File: config.mk
export PLATFORM = sky130hd
export DESIGN_NAME = clk_phase_gen
export DESIGN_NICKNAME = d
export VERILOG_FILES = /design/src/rtl/clk_div_pkg.sv /design/src/rtl/clk_div_rst_stretch.sv /design/src/rtl/clk_phase_gen.sv
export SDC_FILE = /design/constraint.sdc
export NUM_CORES = 1
export LEC_CHECK = 0
export CAP_MARGIN = 20
export CORE_AREA = 10 10 47 49
export DETAILED_ROUTE_END_ITERATION = 8
export DIE_AREA = 0 0 57 59
export SETUP_SLACK_MARGIN = 0.2
export SLEW_MARGIN = 15
export SYNTH_ARGS = -nofsm -noshare
export SYNTH_HDL_FRONTEND = slang
export SYNTH_SLANG_ARGS = --single-unit
File: constraint.sdc
create_clock -name clk_i -period 1.46 [get_ports clk_i]
set_input_delay 0.292 -clock clk_i [delete_from_list [all_inputs] [get_ports clk_i]]
set_output_delay 0.292 -clock clk_i [all_outputs]
set_load 0.02 [all_outputs]
File: src/rtl/clk_div_pkg.sv
// Shared helpers for the multi-phase Johnson clock divider: next-state and
// legality functions (width-generic up to MAX_PHASES) and hold-counter sizing.
package clk_div_pkg;

    localparam int MAX_PHASES = 64;

    // Hold counter needs to represent 0..RST_HOLD; keep at least one bit.
    function automatic int hold_cnt_width(input int rst_hold);
        int w;
        w = $clog2(rst_hold + 1);
        return (w < 1) ? 1 : w;
    endfunction

    function automatic logic [MAX_PHASES-1:0] johnson_next(
        input logic [MAX_PHASES-1:0] q,
        input int                    phases
    );
        logic [MAX_PHASES-1:0] r;
        r = '0;
        for (int i = 1; i < MAX_PHASES; i++) begin
            if (i < phases) r[i] = q[i-1];
        end
        r[0] = ~q[phases-1];
        return r;
    endfunction

    // A legal Johnson word has at most one boundary between runs of 0s and 1s.
    function automatic logic johnson_legal(
        input logic [MAX_PHASES-1:0] q,
        input int                    phases
    );
        int edges;
        edges = 0;
        for (int i = 0; i < MAX_PHASES - 1; i++) begin
            if ((i < phases - 1) && (q[i] != q[i+1])) edges++;
        end
        return (edges <= 1);
    endfunction

endpackage

File: src/rtl/clk_div_rst_stretch.sv
// Downstream reset stretcher: holds rst_o high while the divider is stopped and
// for RST_HOLD frame pulses after a run starts; the frame count saturates.
module clk_div_rst_stretch
    import clk_div_pkg::*;
#(
    parameter int RST_HOLD = 3,
    parameter int HOLD_W   = hold_cnt_width(RST_HOLD)
) (
    input  logic              clk_i,
    input  logic              rst_i,
    input  logic              running,
    input  logic              frame,
    output logic              rst_o,
    output logic [HOLD_W-1:0] hold_cnt_o
);

    localparam logic [HOLD_W-1:0] HOLD_MAX = HOLD_W'(RST_HOLD);

    logic [HOLD_W-1:0] cnt_q, cnt_d;
    logic              rst_q, rst_d;

    // running is the divider's next-cycle run state, so rst_o moves in the
    // same cycle as running_o.
    always_comb begin
        cnt_d = cnt_q;
        rst_d = 1'b1;
        if (!running) begin
            cnt_d = '0;
        end else begin
            if (frame && (cnt_q < HOLD_MAX)) cnt_d = cnt_q + 1'b1;
            rst_d = (cnt_d < HOLD_MAX);
        end
    end

    always_ff @(posedge clk_i) begin
        if (rst_i) begin
            cnt_q <= '0;
            rst_q <= 1'b1;
        end else begin
            cnt_q <= cnt_d;
            rst_q <= rst_d;
        end
    end

    assign rst_o      = rst_q;
    assign hold_cnt_o = cnt_q;

endmodule

File: src/rtl/clk_phase_gen.sv
// Multi-phase Johnson clock divider (divide by 2*PHASES) with clean run/stop,
// frame marker and stretched reset. Optional macro: CLK_PHASE_GEN_SELFCORRECT_EN.
module clk_phase_gen
    import clk_div_pkg::*;
#(
    parameter int PHASES   = 2,
    parameter int RST_HOLD = 3
) (
    input  logic              clk_i,
    input  logic              rst_i,
    input  logic              en_i,
    output logic [PHASES-1:0] clk_o,
    output logic              frame_o,
    output logic              running_o,
    output logic              rst_o,
    output logic              err_o
);

    localparam int HOLD_W = hold_cnt_width(RST_HOLD);

    logic [PHASES-1:0]     q_q, q_d;
    logic                  running_q, running_d;
    logic [MAX_PHASES-1:0] q_ext, q_adv;
    logic                  advance;
    logic [HOLD_W-1:0]     hold_cnt;
`ifdef CLK_PHASE_GEN_SELFCORRECT_EN
    logic                  err_q, err_d;
`endif

    // A non-zero state always finishes its period, so stopping never truncates a pulse.
    always_comb begin
        q_ext              = '0;
        q_ext[PHASES-1:0]  = q_q;
        q_adv              = johnson_next(q_ext, PHASES);
        advance            = en_i || (q_q != '0);
        q_d                = advance ? q_adv[PHASES-1:0] : q_q;
        running_d          = en_i || (q_d != '0);
`ifdef CLK_PHASE_GEN_SELFCORRECT_EN
        err_d = 1'b0;
        if (!johnson_legal(q_ext, PHASES)) begin
            q_d       = '0;
            running_d = running_q;
            err_d     = 1'b1;
        end
`endif
    end

    always_ff @(posedge clk_i) begin
        if (rst_i) begin
            q_q       <= '0;
            running_q <= 1'b0;
        end else begin
            q_q       <= q_d;
            running_q <= running_d;
        end
    end

`ifdef CLK_PHASE_GEN_SELFCORRECT_EN
    always_ff @(posedge clk_i) begin
        if (rst_i) err_q <= 1'b0;
        else       err_q <= err_d;
    end
    assign err_o = err_q;
`else
    assign err_o = 1'b0;
`endif

    assign clk_o     = q_q;
    assign running_o = running_q;
    assign frame_o   = q_q[0] & ~q_q[1];

    clk_div_rst_stretch #(
        .RST_HOLD (RST_HOLD),
        .HOLD_W   (HOLD_W)
    ) u_rst_stretch (
        .clk_i      (clk_i),
        .rst_i      (rst_i),
        .running    (running_d),
        .frame      (frame_o),
        .rst_o      (rst_o),
        .hold_cnt_o (hold_cnt)
    );

endmodule
Word level (Yosys, flattened, before mapping)
Index checks and enable logic that the tools add are counted.
{"block": "totals", "reg_bits": 6, "output_inout_bits": 6}
{"block": "classes", "n_addsub": 1, "order_cmp": 2, "n_mux": 3, "bitwise": 3, "n_reduce_logical": 6}
{"cell": "2-bit 2-to-1 mux", "n": 3}
{"cell": "2-bit < comparator, second input constant", "n": 2}
{"cell": "2-bit nonzero test", "n": 2}
{"cell": "2-bit by 1-bit adder with 2-bit output, second input constant", "n": 1}
{"cell": "1-bit logical OR", "n": 2}
{"cell": "1-bit NOT", "n": 2}
{"cell": "2-bit OR reduction", "n": 1}
{"cell": "1-bit bitwise AND", "n": 1}
{"cell": "1-bit logical AND", "n": 1}

Depth between registers and ports, before layout
Gate-level depths: netlist (run 1).
{"block": "logic_depth", "word_depth": 7, "depth_mapped": 4, "ltp_nobuf": 4}

Hierarchy
Synthesis (run 1) repeated with hierarchy kept, for this count alone.
{"block": "hier_totals", "hier_cells": 25, "hier_area_um2": 255.2}
{"module": "clk_div_rst_stretch", "instances": 1, "cells_per_inst": 14, "area_per_inst_um2": 147.6}
{"module": "clk_phase_gen", "instances": 1, "cells_per_inst": 11, "area_per_inst_um2": 107.6}

Worst setup path after synthesis (run 1)
No wires, ideal clock.
{"block": "synth_path", "path_kind": "register to register", "start": "register u_rst_stretch.cnt_q[0] (netlist: u_rst_stretch.hold_cnt_o[0])", "end": "register u_rst_stretch.rst_q (netlist: u_rst_stretch.rst_o)", "setup_ns": 0.114, "t_arrival_ns": 1.433, "required_ns": 1.346, "path_slack_ns": -0.087, "path_stages_with_launch": 5, "n_path_buf": 0, "synth_period_minus_slack_ns": 1.547, "cell_sequence": "dfxtp_1 ha_1 or3b_4 or3b_1 a21o_1"}
{"block": "synth_via", "elab_chain_cells": 5, "elab_cells_between_ends": 6, "classes_between": "add/sub: 1; order compare: 2; mux: 2; reduce/logical: 1"}
{"element": "start, declared", "line_no": "clk_div_rst_stretch.sv:19", "text": "logic [HOLD_W-1:0] cnt_q, cnt_d;"}
{"element": "start signal, assigned", "line_no": "clk_div_rst_stretch.sv:40", "text": "cnt_q <= cnt_d;"}
{"element": "2-bit < comparator", "line_no": "clk_div_rst_stretch.sv:30", "text": "if (frame && (cnt_q < HOLD_MAX)) cnt_d = cnt_q + 1'b1;"}
{"element": "1-bit logical AND", "line_no": "clk_div_rst_stretch.sv:30"}
{"element": "2-bit 2-to-1 mux (*)", "line_no": "clk_div_rst_stretch.sv:30"}
{"element": "2-bit 2-to-1 mux (*)", "line_no": "clk_div_rst_stretch.sv:27", "text": "if (!running) begin"}
{"element": "2-bit < comparator (*)", "line_no": "clk_div_rst_stretch.sv:31", "text": "rst_d = (cnt_d < HOLD_MAX);"}
{"element": "end signal, assigned", "line_no": "clk_div_rst_stretch.sv:41", "text": "rst_q <= rst_d;"}
{"element": "end, declared", "line_no": "clk_div_rst_stretch.sv:20", "text": "logic rst_q, rst_d;"}
Every way passes the cells marked *; elsewhere a longest branch is shown, timed or not. The select of a mux whose other input is x is not followed.
A chain may end at the register's enable or synchronous reset.

Final worst setup path (run 1)
{"block": "layout_path", "start": "register u_rst_stretch.cnt_q[1] (netlist: u_rst_stretch.hold_cnt_o[1])", "end": "register u_rst_stretch.rst_q (netlist: u_rst_stretch.rst_o)"}
The elaborated chain is that of the path after synthesis.

==> out/qor_table.md, run 1 <==
| Quantity | Reported | Unit |
|---|---|---|
| Launch point of the worst path | u_rst_stretch.hold_cnt_o[1] | - |
| Quantity of I/O buffers inserted on ports | 7 | - |
| Total nets after synthesis | 27 | - |
| Status | finished with violations | - |
| Worst setup EP type | flip-flop | - |
| VDD IR-drop max | 0.3848 | mV |
| Footprint of the flip-flops and latches | 123.9 | um2 |
| Count of flip-flops with a built-in enable after synthesis | 0 | - |
| Width of the die | 57 | um |
| Min-Delay Startpoint | clk_o[1] | - |
| Total number of vias | 176 | - |
| Net count of the finished layout | 41 | - |
| Cell row count | 14 | - |
| Buffers inserted during post-CTS setup optimization | 0 | - |
| Startpoint of the worst register-to-register path | u_rst_stretch.hold_cnt_o[1] | - |
| Global placement routability congestion | 0.7096 | - |
| Antenna Violating Nets Remaining | 0 | - |
| Syn avg cell area | 10.12 | um2 |
| Pin count of the biggest net entering global routing | 6 | - |
| Total of hold buffers inserted after clock tree synthesis | 0 | - |
| Setup_tns | -0.02009 | ns |
| Leak | 0.0001650 | uW |
| Post-synth top area cell | sky130_fd_sc_hd__dfxtp_1 | - |
| Arr. time, crit path | 1.62 | ns |
| Overall Power | 402.7 | uW |
| Root Buffer | sky130_fd_sc_hd__clkbuf_4 | - |
| Mapped cell area | 232.7 | um2 |
| Worst Setup Start Kind | flip-flop | - |
| GRT Total Usage | 3.499 | % |
| Total wire length after detailed routing | 516 | um |
| Share of synthesized registers carrying an async set or reset | 0 | % |
| First-pass GRT wire length | 807 | um |
| Hold Fails Final Rpt | 0 | - |
| IO Count | 9 | - |
| Remaining routing DRC violations | 0 | - |
| Unique cell type count in the Yosys netlist | 14 | - |
| CP max FO | 2 | - |
| Cell area after placement | 344.1 | um2 |
| Maximum clock frequency | 0.6756 | GHz |
| Cells after synthesis | 23 | - |
| Number of warnings reported in the yosys synthesis log | 0 | - |
| Vias in the first global route | 197 | - |
| Final Setup Violations | 1 | - |
| Most used standard cells in the synthesized netlist | sky130_fd_sc_hd__dfxtp_1, sky130_fd_sc_hd__nor2_1, sky130_fd_sc_hd__nor2b_1 | - |
| Total congestion overflow after global routing | 0 | - |
| Clock tree from TritonCTS | yes | - |
| Maximum root-to-sink buffer count | 2 | - |
| Antenna diode instance count | 0 | - |
| Number of cells on the worst reg-to-reg path | 4 | - |
| Average vias per placed instance | 3.451 | - |
| Final period util | 101.4 | % |
| Top area cells in the synthesized netlist | sky130_fd_sc_hd__dfxtp_1, sky130_fd_sc_hd__nor2_1, sky130_fd_sc_hd__ha_1 | - |
| Final worst-path setup slack | -0.02009 | ns |
| Insertion delay to the later sink of the worst-skew pair | 0.25 | ns |
| Final Slew Violations | 0 | - |
| Power per standard cell area | 1122 | nW/um2 |
| Violations in the final reports | negative setup slack | - |
| Total iterations of the first detailed-routing run | 1 | - |
| Top flip-flop cell by instance count after synthesis | sky130_fd_sc_hd__dfxtp_1 | - |
| Number of clock buffers inserted by TritonCTS | 3 | - |
| Endpoint of the worst-slack reg-to-reg timing path | u_rst_stretch.rst_o | - |
| Core occupancy in the finished layout | 25.62 | % |
| Violation count after the first detailed-route iteration | 0 | - |
| Post-placement worst setup slack | -0.01584 | ns |
| #FFs+latches synth | 6 | - |
| Minimum clock period | 1.480 | ns |
| Initial Util | 16.61 | % |
| Die H | 59 | um |
| Part of the Yosys area used for sequential elements | 51.61 | % |
| Min-delay worst type | flip-flop to flip-flop | - |
| Filler Cell Count | 165 | - |
| Category of the most critical setup path | flip-flop to flip-flop | - |
| Most used standard cell by instance count after synthesis | sky130_fd_sc_hd__dfxtp_1 | - |
| Required time reported for the critical path endpoint | 1.60 | ns |
| Area of the multi-input gates | 111.4 | um2 |
| Final clock skew | 0.006220 | ns |
| CTS sink cnt | 6 | - |
| Area growth from synthesis to layout | 54.30 | % |
| Post-synth top area share | 51.61 | % |
| Reported max-cap violation count | 0 | - |
| Number of antenna violations at the first check in global routing | 0 | - |
| H-tree level count | 1 | - |
| Clock-pin slew on the worst setup and hold paths | 0.05 | ns |
| Area of the core | 1401 | um2 |
| Last element of the critical path | u_rst_stretch.rst_o | - |
| DIE AREA | 3363 | um2 |
| RSZ-0062 raised after global routing | yes | - |
| R2R Setup Slk | -0.02 | ns |
| Final standard cell area without fillers | 359.1 | um2 |
| Wire per inst | 10.12 | um |
| Layout cells sized above 1 | 45.71 | % |
-- cell families after synthesis --
family | synth area share, %
flip-flops | 51.61
buffers and inverters | 4.838
other | 1.611
adder cells (fa/ha/maj) | 5.375
XOR/XNOR | 3.764
AND/OR/NAND/NOR | 25.27
multiplexers | 4.301
AO/OA/AOI/OAI | 3.227
-- registers in the layout (all words and copies together) (netlist names) --
name	count
u_rst_stretch.hold_cnt_o	2
running_o	1
u_rst_stretch.rst_o	1
clk_o	2
-- area by class of cell --
class | instances | area share (%)
Sequential cell | 6 | 34.49
Clock buffer | 3 | 6.272
Tap cell | 16 | 5.575
Inverter | 1 | 1.045
Multi-Input combinational cell | 15 | 31.01
Timing Repair Buffer | 10 | 21.60
-- power breakdown --
group          switching, uW  leakage [uW]  internal [uW]
Sequential              5.54     0.0000505            173
Clock                   67.5     0.0000138           93.5
Combinational           31.7      0.000101           31.1
Total                    105      0.000165            298
-- how the worst min path moves through the flow --
stage               end  slack [ns]  cells after the start
6_report       clk_o[0]        0.47                      1
5_1_grt        clk_o[0]        0.51                      1
4_1_cts        clk_o[0]        0.48                      1
3_5_place_dp   clk_o[0]        0.44                      1
3_3_place_gp   clk_o[0]        0.44                      1
2_1_floorplan  clk_o[1]        0.36                      1
-- per-stage QoR --
step | hold WS [ns] | cells
global route | 0.5052 | 51
floorplan | 0.3636 | 23
CTS | 0.4756 | 51
global placement | 0.4402 | 48
finish | 0.4686 | 51
detailed placement | 0.4424 | 48
-- what timing repair did --
action	CTS	global route
pin swaps	1	1
gates resized for setup	10	4
endpoints found under the setup margin	8	6
-- metal layers --
layer | vias to the layer above | GRT usage [%] | part of all wire, %
met4 | 0 | 4.027 | 0
met2 | 6 | 5.116 | 47
li1 | 95 | - | -
met1 | 75 | 2.254 | 38
met5 | - | 0 | 0
met3 | 0 | 3.648 | 14
-- layout by cell type, fill, tap and decap left out --
cell                              synthesis  routed
sky130_fd_sc_hd__clkbuf_4                 0       3
sky130_fd_sc_hd__a21o_1                   1       1
sky130_fd_sc_hd__buf_4                    1       4
sky130_fd_sc_hd__or3b_1                   1       1
sky130_fd_sc_hd__dfxtp_2                  0       3
sky130_fd_sc_hd__nor2_1                   4       4
sky130_fd_sc_hd__or2_2                    1       1
sky130_fd_sc_hd__inv_1                    1       1
sky130_fd_sc_hd__nor2b_1                  2       2
sky130_fd_sc_hd__or3b_4                   1       1
sky130_fd_sc_hd__dlygate4sd2_1            0       2
sky130_fd_sc_hd__clkdlybuf4s50_1          0       2
sky130_fd_sc_hd__ha_2                     0       1
sky130_fd_sc_hd__xor2_2                   0       1
sky130_fd_sc_hd__nand3_1                  1       1
sky130_fd_sc_hd__dfxtp_1                  6       3
sky130_fd_sc_hd__conb_1                   1       1
sky130_fd_sc_hd__mux2i_1                  1       1
sky130_fd_sc_hd__clkbuf_2                 0       2
-- critical path, stage by stage (launching register included) --
cell and delay [ns]:
sky130_fd_sc_hd__dfxtp_2 0.31, sky130_fd_sc_hd__ha_2 0.17, sky130_fd_sc_hd__or3b_4 0.37, sky130_fd_sc_hd__or3b_1 0.35
sky130_fd_sc_hd__a21o_1 0.18
No activity file was read; power rests on OpenSTA's default activity.
==> run 2, diff against run 1 <==
--- a/config.mk
+++ b/config.mk
@@ -10,7 +10,7 @@
 export DETAILED_ROUTE_END_ITERATION = 8
 export DIE_AREA = 0 0 57 59
 export SETUP_SLACK_MARGIN = 0.2
-export SLEW_MARGIN = 15
+export SLEW_MARGIN = 10
 export SYNTH_ARGS = -nofsm -noshare
 export SYNTH_HDL_FRONTEND = slang
 export SYNTH_SLANG_ARGS = --single-unit
==> results of run 2 <==
Final layout, timing and power as in run 1 (identical DEF).
